### src/rtl/alu_rr_arbiter.sv
// Round-robin front end that shares one registered ALU between two valid/ready requesters.
// One command is in flight at a time; its result is returned tagged with the requester id.
module alu_rr_arbiter #(
  parameter int WIDTH = 16,
  parameter int FUN_W = 4
) (
  input  logic             CLK,
  input  logic             RST,

  input  logic             req0_valid,
  output logic             req0_ready,
  input  logic [WIDTH-1:0] req0_a,
  input  logic [WIDTH-1:0] req0_b,
  input  logic [FUN_W-1:0] req0_fun,

  input  logic             req1_valid,
  output logic             req1_ready,
  input  logic [WIDTH-1:0] req1_a,
  input  logic [WIDTH-1:0] req1_b,
  input  logic [FUN_W-1:0] req1_fun,

  output logic [WIDTH-1:0] ALU_A,
  output logic [WIDTH-1:0] ALU_B,
  output logic [FUN_W-1:0] ALU_FUN,
  input  logic [WIDTH-1:0] ALU_OUT,
  input  logic             Arith_Flag,
  input  logic             Logic_Flag,
  input  logic             CMP_Flag,
  input  logic             Shift_Flag,

  output logic             rsp_valid,
  input  logic             rsp_ready,
  output logic             rsp_id,
  output logic [WIDTH-1:0] rsp_data,
  output logic [3:0]       rsp_flags,
  output logic             busy
);

  // state | meaning
  // IDLE  | no command in flight; grant decided combinationally
  // EXEC  | ALU inputs held stable; ALU registers its result
  // CAPT  | registered ALU result captured into the response
  // RESP  | response held until rsp_ready
  typedef enum logic [1:0] {
    IDLE = 2'd0,
    EXEC = 2'd1,
    CAPT = 2'd2,
    RESP = 2'd3
  } state_t;

  state_t state;
  state_t state_nxt;

  logic last_id;
  logic cur_id;
  logic grant_valid;
  logic grant_id;
  logic rsp_done;

  assign rsp_done = rsp_valid && rsp_ready;

  // Tie goes to the requester that did not complete most recently.
  always_comb begin
    grant_valid = 1'b0;
    grant_id    = 1'b0;
    if (state == IDLE) begin
      if (req0_valid && req1_valid) begin
        grant_valid = 1'b1;
        grant_id    = ~last_id;
      end else if (req0_valid) begin
        grant_valid = 1'b1;
        grant_id    = 1'b0;
      end else if (req1_valid) begin
        grant_valid = 1'b1;
        grant_id    = 1'b1;
      end
    end
  end

  always_ff @(posedge CLK) begin
    if (RST) begin
      state <= IDLE;
    end else begin
      state <= state_nxt;
    end
  end

  always_comb begin
    state_nxt = state;
    case (state)
      IDLE: if (grant_valid) state_nxt = EXEC;
      EXEC: state_nxt = CAPT;
      CAPT: state_nxt = RESP;
      RESP: if (rsp_done) state_nxt = IDLE;
      default: state_nxt = IDLE;
    endcase
  end

  always_comb begin
    req0_ready = grant_valid && (grant_id == 1'b0);
    req1_ready = grant_valid && (grant_id == 1'b1);
    busy       = (state != IDLE);
  end

  always_ff @(posedge CLK) begin
    if (RST) begin
      ALU_A     <= '0;
      ALU_B     <= '0;
      ALU_FUN   <= '0;
      cur_id    <= 1'b0;
      last_id   <= 1'b1;
      rsp_valid <= 1'b0;
      rsp_id    <= 1'b0;
      rsp_data  <= '0;
      rsp_flags <= '0;
    end else begin
      case (state)
        IDLE: begin
          if (grant_valid) begin
            ALU_A   <= grant_id ? req1_a   : req0_a;
            ALU_B   <= grant_id ? req1_b   : req0_b;
            ALU_FUN <= grant_id ? req1_fun : req0_fun;
            cur_id  <= grant_id;
          end
        end
        CAPT: begin
          rsp_data  <= ALU_OUT;
          rsp_flags <= {Arith_Flag, Logic_Flag, CMP_Flag, Shift_Flag};
          rsp_id    <= cur_id;
          rsp_valid <= 1'b1;
        end
        RESP: begin
          // Priority moves only when the response is consumed, not at accept.
          if (rsp_done) begin
            rsp_valid <= 1'b0;
            last_id   <= rsp_id;
          end
        end
        default: ;
      endcase
    end
  end

endmodule

### config.mk
export PLATFORM = sky130hd
export DESIGN_NAME = alu_rr_arbiter
export DESIGN_NICKNAME = d
export VERILOG_FILES = /design/src/rtl/alu_rr_arbiter.sv
export SDC_FILE = /design/constraint.sdc
export NUM_CORES = 1
export LEC_CHECK = 0
export ABC_AREA = 1
export CAP_MARGIN = 20
export CORE_ASPECT_RATIO = 0.9
export CORE_MARGIN = 5
export CORE_UTILIZATION = 42
export DETAILED_ROUTE_END_ITERATION = 6
export GPL_TIMING_DRIVEN = 1
export PLACE_DENSITY = 0.85
export SLEW_MARGIN = 20
export SYNTH_ARGS = -nofsm -noshare
export SYNTH_HDL_FRONTEND = slang
export SYNTH_SLANG_ARGS = --single-unit
### constraint.sdc
create_clock -name CLK -period 3.8 [get_ports CLK]
set_input_delay 0.76 -clock CLK [delete_from_list [all_inputs] [get_ports CLK]]
set_output_delay 0.76 -clock CLK [all_outputs]
set_load 0.005 [all_outputs]
# After elaboration in Yosys (flattened, before gate mapping)
# Cells that the tools add are included.
[classes] add_sub_neg=0 multipliers=0 n_div=0 n_lt_le_gt_ge=0 n_eq_ne=5 n_shift=0 muxes=15 bitwise=2 reduce_logical=11
[ops] operator="two-way mux 16 bit" n=2
[ops] operator="two-way mux 1 bit" n=8
[ops] operator="one-hot mux 2 bit (4 select lines)" n=1
[ops] operator="AND reduction 2 bit" n=4
[ops] operator="equality test 2 bit (second input constant)" n=2
[ops] operator="logical AND 1 bit" n=4
[ops] operator="two-way mux 2 bit" n=2
[ops] operator="two-way mux 4 bit" n=1
[ops] operator="!= test 2 bit (second input constant)" n=2
[ops] operator="nonzero test 2 bit" n=2
[ops] operator="equality test 2 x 1 -> 1 bit (second input constant)" n=1
[ops] operator="logical NOT 2 bit" n=1
[ops] operator="inverter 1 bit" n=2
[ops] operator="one-hot mux 1 bit (2 select lines)" n=1
[totals] regBits=62 latchBits=0 ramBits=0 rom_bits=0 inputBits=97 out_inout_bits=61 wordCells=43 memories=0

# Depth between registers and ports, before layout
# Gate-level depths: netlist of the first run.
[logic_depth] depth_word=6 mapped_depth=9 depth_no_buf=8

# Worst setup path before layout of the first run
# Ideal clock, no wire load.
[synth_path] kind="input to output" start="input port req0_valid" end="output port req1_ready" arrival_time_ns=1.350 required_time_ns=3.040 setup_slack_ns=1.690 stages=4 path_buffers=1 path_cell_list="nand2_1 -> nand3_2 -> buf_1 -> nor2_1"
[synth_via] elab_chain_cells=4 elab_cells_between_ends=8 classes_between="mux (6); reduce/logical (2)"
[synth_lines] item="start: declaration" line="10" text="input logic req0_valid,"
[synth_lines] item="two-way mux 1 bit or logical AND 1 bit (tied branches)" line="70, 67"
[synth_lines] item="two-way mux 1 bit" line="67" text="if (req0_valid && req1_valid) begin"
[synth_lines] item="two-way mux 1 bit" line="66" text="if (state == IDLE) begin"
[synth_lines] item="logical AND 1 bit (*)" line="101" text="req1_ready = grant_valid && (grant_id == 1'b1);"
[synth_lines] item="end: declaration" line="17" text="output logic req1_ready,"
# Mark *: on every way between the ends. The rest lies on a longest branch, timed or not.

# Worst setup path after layout of the first run
[layout_path] start="input port req1_valid" end="output port req0_ready"
[layout_via] elab_chain_cells=6 elab_cells_between_ends=10 classes_between="mux (7); bitwise (1); reduce/logical (2)"
[layout_lines] item="start: declaration" line="16" text="input logic req1_valid,"
[layout_lines] item="two-way mux 1 bit" line="73" text="end else if (req1_valid) begin"
[layout_lines] item="two-way mux 1 bit" line="70" text="end else if (req0_valid) begin"
[layout_lines] item="two-way mux 1 bit" line="67"
[layout_lines] item="two-way mux 1 bit" line="66"
[layout_lines] item="inverter 1 bit" line="100" text="req0_ready = grant_valid && (grant_id == 1'b0);"
[layout_lines] item="logical AND 1 bit (*)" line="100"
[layout_lines] item="end: declaration" line="11" text="output logic req0_ready,"
# Marks and branches as above.

==> impl_metrics.json, run 1 <==
{
  "drt-initial-drc-count": 182,
  "grt_antenna_before_repair": 0,
  "cp_top_family": "buffers and inverters",
  "intPower_w": 0.001965,
  "portBuffers": 157,
  "via_per_inst": 4.927,
  "nNetsFinal": 693,
  "numCtsBuffers": 9,
  "final_area_sq_um": 4722,
  "ant_nets": 0,
  "pwr-share-seq": 0.325,
  "drt_first_pass_iters": 4,
  "diodes": 0,
  "rsz0062_at_grt": "false",
  "critical_path_peak_fanout": 15,
  "tightest_slew_ns": 0.6958,
  "cp-start-kind": "input pin",
  "crit_chain": "clkdlybuf4s50_1 > buf_4 > nor2_1 > a211oi_1 > clkdlybuf4s50_1",
  "synth_seq_cells": 62,
  "seq_area_frac_synth": 0.4219,
  "syn2layout_area_growth_pct": 60.53,
  "detail_route.wl_per_cell_um": 13.61,
  "post-route-util": 0.6814,
  "status": "complete, no violations",
  "ioPinCount": 158,
  "critical_path_class": "input pin to primary output",
  "syn_area_per_cell_sq_um": 6.566,
  "place_area_sq_um": 4548,
  "die_y_um": 89.40,
  "drive_above_1_share": 0.04530,
  "synth_area_sq_um": 2942,
  "post-route-period-util": 0.8244,
  "crit_path_end_kind": "primary output",
  "synthCells": 448,
  "die_width_um": 98.22,
  "tns_ns": 0,
  "drc": 0,
  "clock_latency_ns": 0.32,
  "cts.repair.resized": 0,
  "finalClockSkew_ns": 0.007661,
  "n_fill_cell": 634,
  "dp_hpwl_um": 6853,
  "finalCriticalPeriod_ns": 3.133,
  "regArea_sq_um": 1241,
  "total_power_w": 0.003170,
  "multiInputGateArea_sq_um": 1398,
  "htree_levels": 3,
  "grt_pass1_vias": 3228,
  "vias": 3395,
  "tritoncts": "done",
  "cts-root-buf": "clkbuf_8",
  "p_comb_frac": 0.515,
  "gp_congestion": 0.8600,
  "cts_sinks": 62,
  "core_area_sq_um": 6930,
  "postCtsHoldBufs": 0,
  "rows": 29,
  "p_switching_w": 0.001205,
  "finalSetupViolations": 0,
  "max_cap_viol_count": 0,
  "start_util": 0.4244,
  "p_sw_frac": 0.3802,
  "hold_violations": 0,
  "hp-class": "register to register",
  "worst_ep_required_time_ns": 3.04,
  "cp_slowest_cell": "clkdlybuf4s50_1",
  "grt_max_degree": 73,
  "cpMostUsedCell": "clkdlybuf4s50_1",
  "wirelength_um": 9377,
  "grt_usage": 0.2121,
  "grt_remaining_overflow": 0,
  "clk_pin_slew_ns": 0.06,
  "crit_buf_inv": 3,
  "ir_worst_vdd_v": 0.0003525,
  "synth.distinct_cells": 17,
  "final-max-slew-violation-count": 0,
  "fin_hold_ws_ns": 0.4732,
  "fmax_mhz": 319.2,
  "yosysWarnings": 0,
  "critPathArrivalTime_ns": 2.37,
  "cellPowerDensity_nw_per_um2": 671.3,
  "grt_pass1_wl_um": 15280,
  "max_slew_margin": 0.5361,
  "p_leak_nw": 2.207,
  "cts_buffer_depth": 2,
  "max_stage_delay_ns": 0.58,
  "post_cts_buffers": 0,
  "die_area_sq_um": 8780,
  "syn_nets": 549,
  "pwr-share-clk": 0.159
}
## stage by stage
stage               instances  worst slack, ns
floorplan                 448            1.690
global placement          674           0.6944
detailed placement        674           0.6966
CTS                       689           0.6655
global route              689           0.5120
finish                    689           0.6674
## placed cells by master, fill, tap and decap left out
master             n
clkdlybuf4s50_1  157
nand2_1           82
o21ai_0           21
buf_4              8
nor2_4             1
nor2_1           118
inv_1             42
ha_1               4
clkinvlp_4         1
clkbuf_8          11
clkinv_2           3
or2_2              1
a211oi_1           1
inv_2              1
dfxtp_1           62
nand3_1           41
nand3_2            1
a21oi_1            4
nand4_1           37
## layer usage
metal,GRT usage,wire [um],up-vias
met5,0,0,-
met4,0.05583,92,0
met3,0.06630,784,6
li1,-,-,1706
met2,0.3659,4556,126
met1,0.2609,3944,1557
## sequential cells by signal, summed over array words and instances (netlist names)
name and flops:
last_id 1, rsp_flags 4, ALU_FUN 4, rsp_valid 1, ALU_B 16, cur_id 1
state 2, rsp_id 1, ALU_A 16, rsp_data 16
## cell families after synthesis
logic type      count (synthesis)  share of synthesized area
compound gates                 26                    0.04509
fa+ha+maj                       4                    0.01701
buf+inv                        75                     0.1029
flops                          62                     0.4219
simple gates                  281                     0.4130
## worst paths after layout
check | start | slack, ns | endpoint | depth (start not counted)
worst max-delay path | req1_valid | 0.67 | req0_ready | 5
worst min-delay path | cur_id$_SDFFE_PP0P_ | 0.47 | cur_id$_SDFFE_PP0P_ | 2
worst max register to register | state[0]$_SDFFE_PP0P_ | 1.89 | state[1]$_SDFFE_PP0P_ | 7
worst min register to register | cur_id$_SDFFE_PP0P_ | 0.47 | cur_id$_SDFFE_PP0P_ | 2
## worst register-to-register path, delay by kind of cell (launching register included)
| family | cells | cell delay [ns] |
|---|---|---|
| adder cells (fa/ha/maj) | 1 | 0.58 |
| buffers and inverters | 2 | 0.48 |
| flip-flops | 1 | 0.33 |
| AND/OR/NAND/NOR | 3 | 0.31 |
| AO/OA/AOI/OAI | 1 | 0.12 |
## power by group through the flow
stage	Clock [W]	Sequential (W)	Combinational [W]
global placement	0	0.00103	0.00160
floorplan	0	0.00105	0.000855
CTS	0.000518	0.00103	0.00165
global route	0.000556	0.00106	0.00184
detailed placement	0	0.00104	0.00164
finish	0.000505	0.00103	0.00163
## synthesized netlist by cell type
cell	count	area, sq um
clkbuf_1	11	41.29
buf_2	17	85.08
nand4_1	37	231.5
ha_1	4	50.05
nand2_1	82	307.8
a211oi_1	1	7.510
inv_1	42	157.7
or2_2	1	6.260
nand3_2	1	10.01
nor2_4	1	11.26
inv_2	1	3.750
nor2_1	118	442.9
o21ai_0	21	105.1
dfxtp_1	62	1241
a21oi_1	4	20.02
buf_1	4	15.01
nand3_1	41	205.2
## final cells by class
cell class | count | area share
flip-flops and latches | 62 | 0.2629
well taps | 93 | 0.02464
clock inverters | 4 | 0.004769
multi-input cells | 311 | 0.2960
repair buffers | 165 | 0.3455
inverters | 43 | 0.03418
clock buffers | 11 | 0.03206
Note: power is estimated with default switching activity, not from simulation.
==> run 2: changes to the inputs <==
CORE_UTILIZATION = 35   (was 42)
PLACE_DENSITY = 0.76   (was 0.85)
clock period = 2.5 ns   (was 3.8 ns; I/O delays follow)
==> impl_metrics.json, run 2 (synthesized netlist as in run 1, its figures left out) <==
{
  "cellPowerDensity_nw_per_um2": 1069,
  "hold_violations": 0,
  "drive_above_1_share": 0.05657,
  "tns_ns": 0,
  "nNetsFinal": 697,
  "rows": 31,
  "cpMostUsedCell": "clkdlybuf4s50_1",
  "clk_pin_slew_ns": 0.07,
  "cts_sinks": 62,
  "final_common_cell": "clkdlybuf4s50_1",
  "place_area_sq_um": 4586,
  "grt_remaining_overflow": 0,
  "grt_antenna_before_repair": 0,
  "crit_chain": "clkdlybuf4s50_1 > nand2_1 > a211oi_1 > clkdlybuf4s50_1",
  "p_leak_nw": 2.257,
  "core_area_sq_um": 8107,
  "cp-start-kind": "input pin",
  "gp_congestion": 0.8122,
  "numCtsBuffers": 9,
  "dp_hpwl_um": 6963,
  "cts-root-buf": "clkbuf_8",
  "max_cap_viol_count": 0,
  "diodes": 0,
  "total_power_w": 0.005170,
  "grt_usage": 0.1834,
  "cp_top_family": "buffers and inverters",
  "vias": 3408,
  "die_area_sq_um": 10340,
  "rr_worst_depth": 8,
  "fmax_mhz": 412.6,
  "finalClockSkew_ns": 0.005032,
  "layout_common_cells": "156 x clkdlybuf4s50_1, 118 x nor2_1, 82 x nand2_1",
  "hp-class": "register to register",
  "tritoncts": "done",
  "crit_path_end_kind": "primary output",
  "grt_pass1_wl_um": 15620,
  "critical_path_class": "input pin to primary output",
  "crit_buf_inv": 2,
  "layout.cells.non_filler": 700,
  "syn2layout_area_growth_pct": 64.36,
  "rsz0062_at_grt": "false",
  "grt_pass1_vias": 3322,
  "postCtsHoldBufs": 0,
  "ir_worst_vdd_v": 0.0005914,
  "reg2reg_from": "state[0]$_SDFFE_PP0P_",
  "worst_ep_required_time_ns": 2.00,
  "critPathArrivalTime_ns": 1.92,
  "endpoint": "req0_ready",
  "r2r-end": "ALU_A[13]$_SDFFE_PP0P_",
  "drt_first_pass_iters": 5,
  "final-max-slew-violation-count": 0,
  "die_width_um": 106.6,
  "cts_buffer_depth": 2,
  "cp_slowest_cell": "clkdlybuf4s50_1",
  "crit_cells": 4,
  "portBuffers": 157,
  "finalCriticalPeriod_ns": 2.424,
  "max_stage_delay_ns": 0.58,
  "wirelength_um": 9559,
  "final_area_sq_um": 4835,
  "r2r_setup_slack_ns": 0.63,
  "grt_max_degree": 73,
  "drc": 0,
  "start_util": 0.3629,
  "critical_path_peak_fanout": 4,
  "pre_cts_ws_ns": 0.009896,
  "placed_cells": 684,
  "clock_latency_ns": 0.33,
  "max_slew_margin": 0.5236,
  "status": "complete, no violations",
  "ioPinCount": 158,
  "via_per_inst": 4.869,
  "top_regs": "ALU_A: 16 flops, ALU_B: 16 flops, rsp_data: 16 flops",
  "cp-startpoint": "req0_valid",
  "tightest_slew_ns": 0.7146,
  "finalSetupViolations": 0,
  "die_y_um": 96.97,
  "drt-initial-drc-count": 148,
  "detail_route.wl_per_cell_um": 13.66,
  "htree_levels": 3,
  "post-route-period-util": 0.9695,
  "ant_nets": 0,
  "finalWorstSetupSlack_ns": 0.07622
}
[run 2: how the worst min path moves through the flow]
stage / from / endpoint / cells after the start
after CTS: cur_id$_SDFFE_PP0P_ / cur_id$_SDFFE_PP0P_ / 2
after detailed placement: cur_id$_SDFFE_PP0P_ / cur_id$_SDFFE_PP0P_ / 2
after global routing: cur_id$_SDFFE_PP0P_ / cur_id$_SDFFE_PP0P_ / 2
after global placement: cur_id$_SDFFE_PP0P_ / cur_id$_SDFFE_PP0P_ / 2
final: cur_id$_SDFFE_PP0P_ / cur_id$_SDFFE_PP0P_ / 2
after floorplan: cur_id$_SDFFE_PP0P_ / cur_id$_SDFFE_PP0P_ / 2
[run 2: worst reg2reg max path: stages (launching register included)]
cell and delay [ns]:
dfxtp_1 0.34, inv_2 0.11, ha_1 0.20, inv_1 0.08, nor2_4 0.11, buf_4 0.57, nand3_1 0.22, nand2_1 0.09
inv_1 0.03
[run 2: area by class of cell]
class,instances,area [sq um]
tap,99,123.9
timing repair buffer,169,1664
inverter,43,161.4
sequential,62,1241
fill,750,3272
clock inverter,3,65.06
clock buffer,13,168.9
multi-input combinational,311,1410
[run 2: layer usage]
layer | vias to the layer above | GRT usage | share of wire
met1 | 1550 | 0.2123 | 0.41
met5 | - | 0 | 0
li1 | 1716 | - | -
met3 | 13 | 0.07124 | 0.083
met4 | 0 | 0.04523 | 0.013
met2 | 129 | 0.3161 | 0.50
[run 2: per-stage QoR]
| step | hold slack, ns | utilization |
|---|---|---|
| final | 0.4836 | 0.5964 |
| after floorplan | 0.4394 | - |
| after CTS | 0.4771 | 0.5964 |
| after global placement | 0.4630 | 0.5657 |
| after detailed placement | 0.4663 | 0.5657 |
| after global routing | 0.4831 | 0.5964 |
[run 2: what timing repair did]
item                                    4_1_cts  5_1_grt
resized for setup                             4        2
endpoints found under the setup margin        2        2
buffers inserted                              0        0
[run 2: where the power goes]
part / leakage, nW / switching [W] / internal, W
logic: 1.63 / 0.00130 / 0.00129
clock network: 0.120 / 0.000370 / 0.000642
registers: 0.512 / 0.000201 / 0.00136
total: 2.26 / 0.00187 / 0.00330
==> run 3: changes to the inputs <==
ABC_AREA = unset   (was 1)
CORE_UTILIZATION = 36   (was 35)
PLACE_DENSITY = 0.78   (was 0.76)
REMOVE_ABC_BUFFERS = 1   (was unset)
==> impl_metrics.json, run 3 <==
{
  "rows": 31,
  "synth_top_area_frac": 0.4186,
  "postCtsHoldBufs": 0,
  "synth_seq_cells": 62,
  "diodes": 0,
  "synth_edf_count": 0,
  "max_stage_delay_ns": 0.49,
  "hold_end": "ALU_B[12]$_SDFFE_PP0P_",
  "vias": 2891,
  "finalCriticalPeriod_ns": 2.326,
  "yosysWarnings": 0,
  "htree_levels": 3,
  "cts.repair.resized": 0,
  "drc": 0,
  "async_flop_share": 0,
  "synth_top_area_cell": "dfxtp_1",
  "status": "complete, no violations",
  "layout_common_cells": "156 x clkdlybuf4s50_1, 62 x dfxtp_1, 61 x nor2_1",
  "critical_path_class": "input pin to primary output",
  "syn_area_per_cell_sq_um": 9.444,
  "dp_hpwl_um": 6402,
  "r2r_setup_slack_ns": 0.67,
  "synth.area.mux_share": 0.07089,
  "core_area_sq_um": 8029,
  "clock_latency_ns": 0.32,
  "nNetsFinal": 560,
  "fmax_mhz": 429.9,
  "worst_ep_required_time_ns": 2.00,
  "yosys-top-cells-area": "dfxtp_1 42%, a311oi_2 11%, nor2_1 7.7%",
  "seq_area_frac_synth": 0.4186,
  "grt_pass1_wl_um": 14030,
  "drt-initial-drc-count": 68,
  "grt_antenna_before_repair": 0,
  "cpMostUsedCell": "clkdlybuf4s50_1",
  "die_y_um": 96.10,
  "r2r-end": "state[1]$_SDFFE_PP0P_",
  "crit_chain": "clkdlybuf4s50_1 > a21boi_4 > and3_1 > clkdlybuf4s50_1",
  "critPathArrivalTime_ns": 1.83,
  "p_leak_nw": 1.684,
  "max_slew_margin": 0.4553,
  "holdPathStages": 2,
  "die_width_um": 105.7,
  "tightest_slew_ns": 0.8171,
  "cp_slowest_cell": "clkdlybuf4s50_1",
  "tritoncts": "done",
  "synth_xor_area_frac": 0,
  "synthSimpleGateAreaFrac": 0.1717,
  "via_per_inst": 5.135,
  "cellPowerDensity_nw_per_um2": 990.0,
  "grt_usage": 0.1721,
  "rr_worst_depth": 6,
  "hp-class": "register to register",
  "gp_congestion": 0.7558,
  "critical_path_peak_fanout": 3,
  "max_cap_viol_count": 0,
  "grt_remaining_overflow": 0,
  "total_power_w": 0.004739,
  "finalClockSkew_ns": 0.009101,
  "reg2reg_from": "state[0]$_SDFFE_PP0P_",
  "die_area_sq_um": 10150,
  "synth_area_sq_um": 2965,
  "final_common_cell": "clkdlybuf4s50_1",
  "post-route-period-util": 0.9303,
  "cts-root-buf": "clkbuf_8",
  "finalSetupViolations": 0,
  "start_util": 0.3693,
  "ant_nets": 0,
  "final-max-slew-violation-count": 0,
  "clk_pin_slew_ns": 0.06,
  "hold_violations": 0,
  "n_fill_cell": 734,
  "wirelength_um": 9023,
  "tns_ns": 0,
  "synthCells": 314,
  "final_area_sq_um": 4787,
  "portBuffers": 157,
  "synthTopCellsByCount": "62 x dfxtp_1, 61 x nor2_1, 30 x o21ai_1",
  "drt_first_pass_iters": 5,
  "detail_route.wl_per_cell_um": 16.03,
  "ir_worst_vdd_v": 0.0005053,
  "cts_sinks": 62,
  "crit_path_end_kind": "primary output",
  "synth_top_family_by_area": "compound AO/OA/AOI/OAI gates",
  "ioPinCount": 158,
  "yosysMostFrequentCell": "dfxtp_1",
  "grt_pass1_vias": 2810,
  "synthAdderAreaFrac": 0.01688,
  "grt_max_degree": 73,
  "synth.distinct_cells": 31,
  "syn2layout_area_growth_pct": 61.43,
  "cts_buffer_depth": 2,
  "hp-start": "ALU_B[12]$_SDFFE_PP0P_",
  "drive_above_1_share": 0.1336,
  "rsz0062_at_grt": "false",
  "place_area_sq_um": 4553,
  "numCtsBuffers": 9,
  "synth_compound_area_frac": 0.2460,
  "top_regs": "ALU_A: 16 flops, ALU_B: 16 flops, rsp_data: 16 flops",
  "cp-start-kind": "input pin",
  "synth_ff_type": "dfxtp_1",
  "post_cts_buffers": 0
}
-- run 3: changes by cell type in the layout (fill, tap and decap cells not counted), sizes merged, moves of 3 or more --
cell / change
a311oi: +36
inv: -38
mux2i: +21
nand2: -79
nand3: -6
nand4: -37
nor2: -58
nor2b: +3
o21ai: +17
-- run 3: layout make-up --
class / count / area [sq um] / share of cell area
flip-flops and latches: 62 / 1241 / 0.2593
well taps: 99 / 123.9 / 0.02588
repair buffers: 166 / 1659 / 0.3466
inverters: 5 / 18.77 / 0.003921
clock buffers: 13 / 168.9 / 0.03528
multi-input cells: 215 / 1510 / 0.3155
clock inverters: 3 / 65.06 / 0.01359
-- run 3: cells by family after synthesis --
family,count (synthesis)
buffers and inverters,37
flip-flops,62
adder cells (fa/ha/maj),4
AND/OR/NAND/NOR,106
AO/OA/AOI/OAI,84
multiplexers,21
-- run 3: routing by layer --
| layer | vias to the layer above | track usage | routed length, um |
|---|---|---|---|
| met5 | - | 0 | 0 |
| met3 | 4 | 0.06975 | 829 |
| li1 | 1425 | - | - |
| met4 | 0 | 0.05394 | 36 |
| met2 | 113 | 0.2941 | 4423 |
| met1 | 1349 | 0.1993 | 3734 |
-- run 3: how the worst max path moves through the flow --
stage	startpoint	to	slack, ns	cells past startpoint
finish	req0_valid	req1_ready	0.17	4
floorplan	state[0]$_SDFFE_PP0P_	ALU_A[10]$_SDFFE_PP0P_	-0.12	5
detailed placement	req0_valid	req1_ready	0.17	4
global route	req0_valid	req1_ready	0.12	4
global placement	req0_valid	req1_ready	0.20	4
CTS	req0_valid	req1_ready	0.17	4
-- run 3: stage by stage --
| step | utilization | hold WS, ns | instances | setup WS [ns] |
|---|---|---|---|---|
| floorplan | - | 0.4648 | 282 | -0.1151 |
| global placement | 0.5671 | 0.4714 | 547 | 0.2012 |
| detailed placement | 0.5671 | 0.4837 | 547 | 0.1707 |
| CTS | 0.5962 | 0.4978 | 563 | 0.1671 |
| global route | 0.5962 | 0.5243 | 563 | 0.1199 |
| finish | 0.5962 | 0.4953 | 563 | 0.1741 |
-- run 3: power by group --
part / switching (W) / internal (W)
Clock: 0.000372 / 0.000643
Combinational: 0.00116 / 0.00114
Sequential: 0.000148 / 0.00128
Total: 0.00168 / 0.00306
-- run 3: critical path, delay by kind of cell --
kind / cells / cell delay [ns]
AND/OR/NAND/NOR: 1 / 0.16
AO/OA/AOI/OAI: 1 / 0.18
buffers and inverters: 2 / 0.98
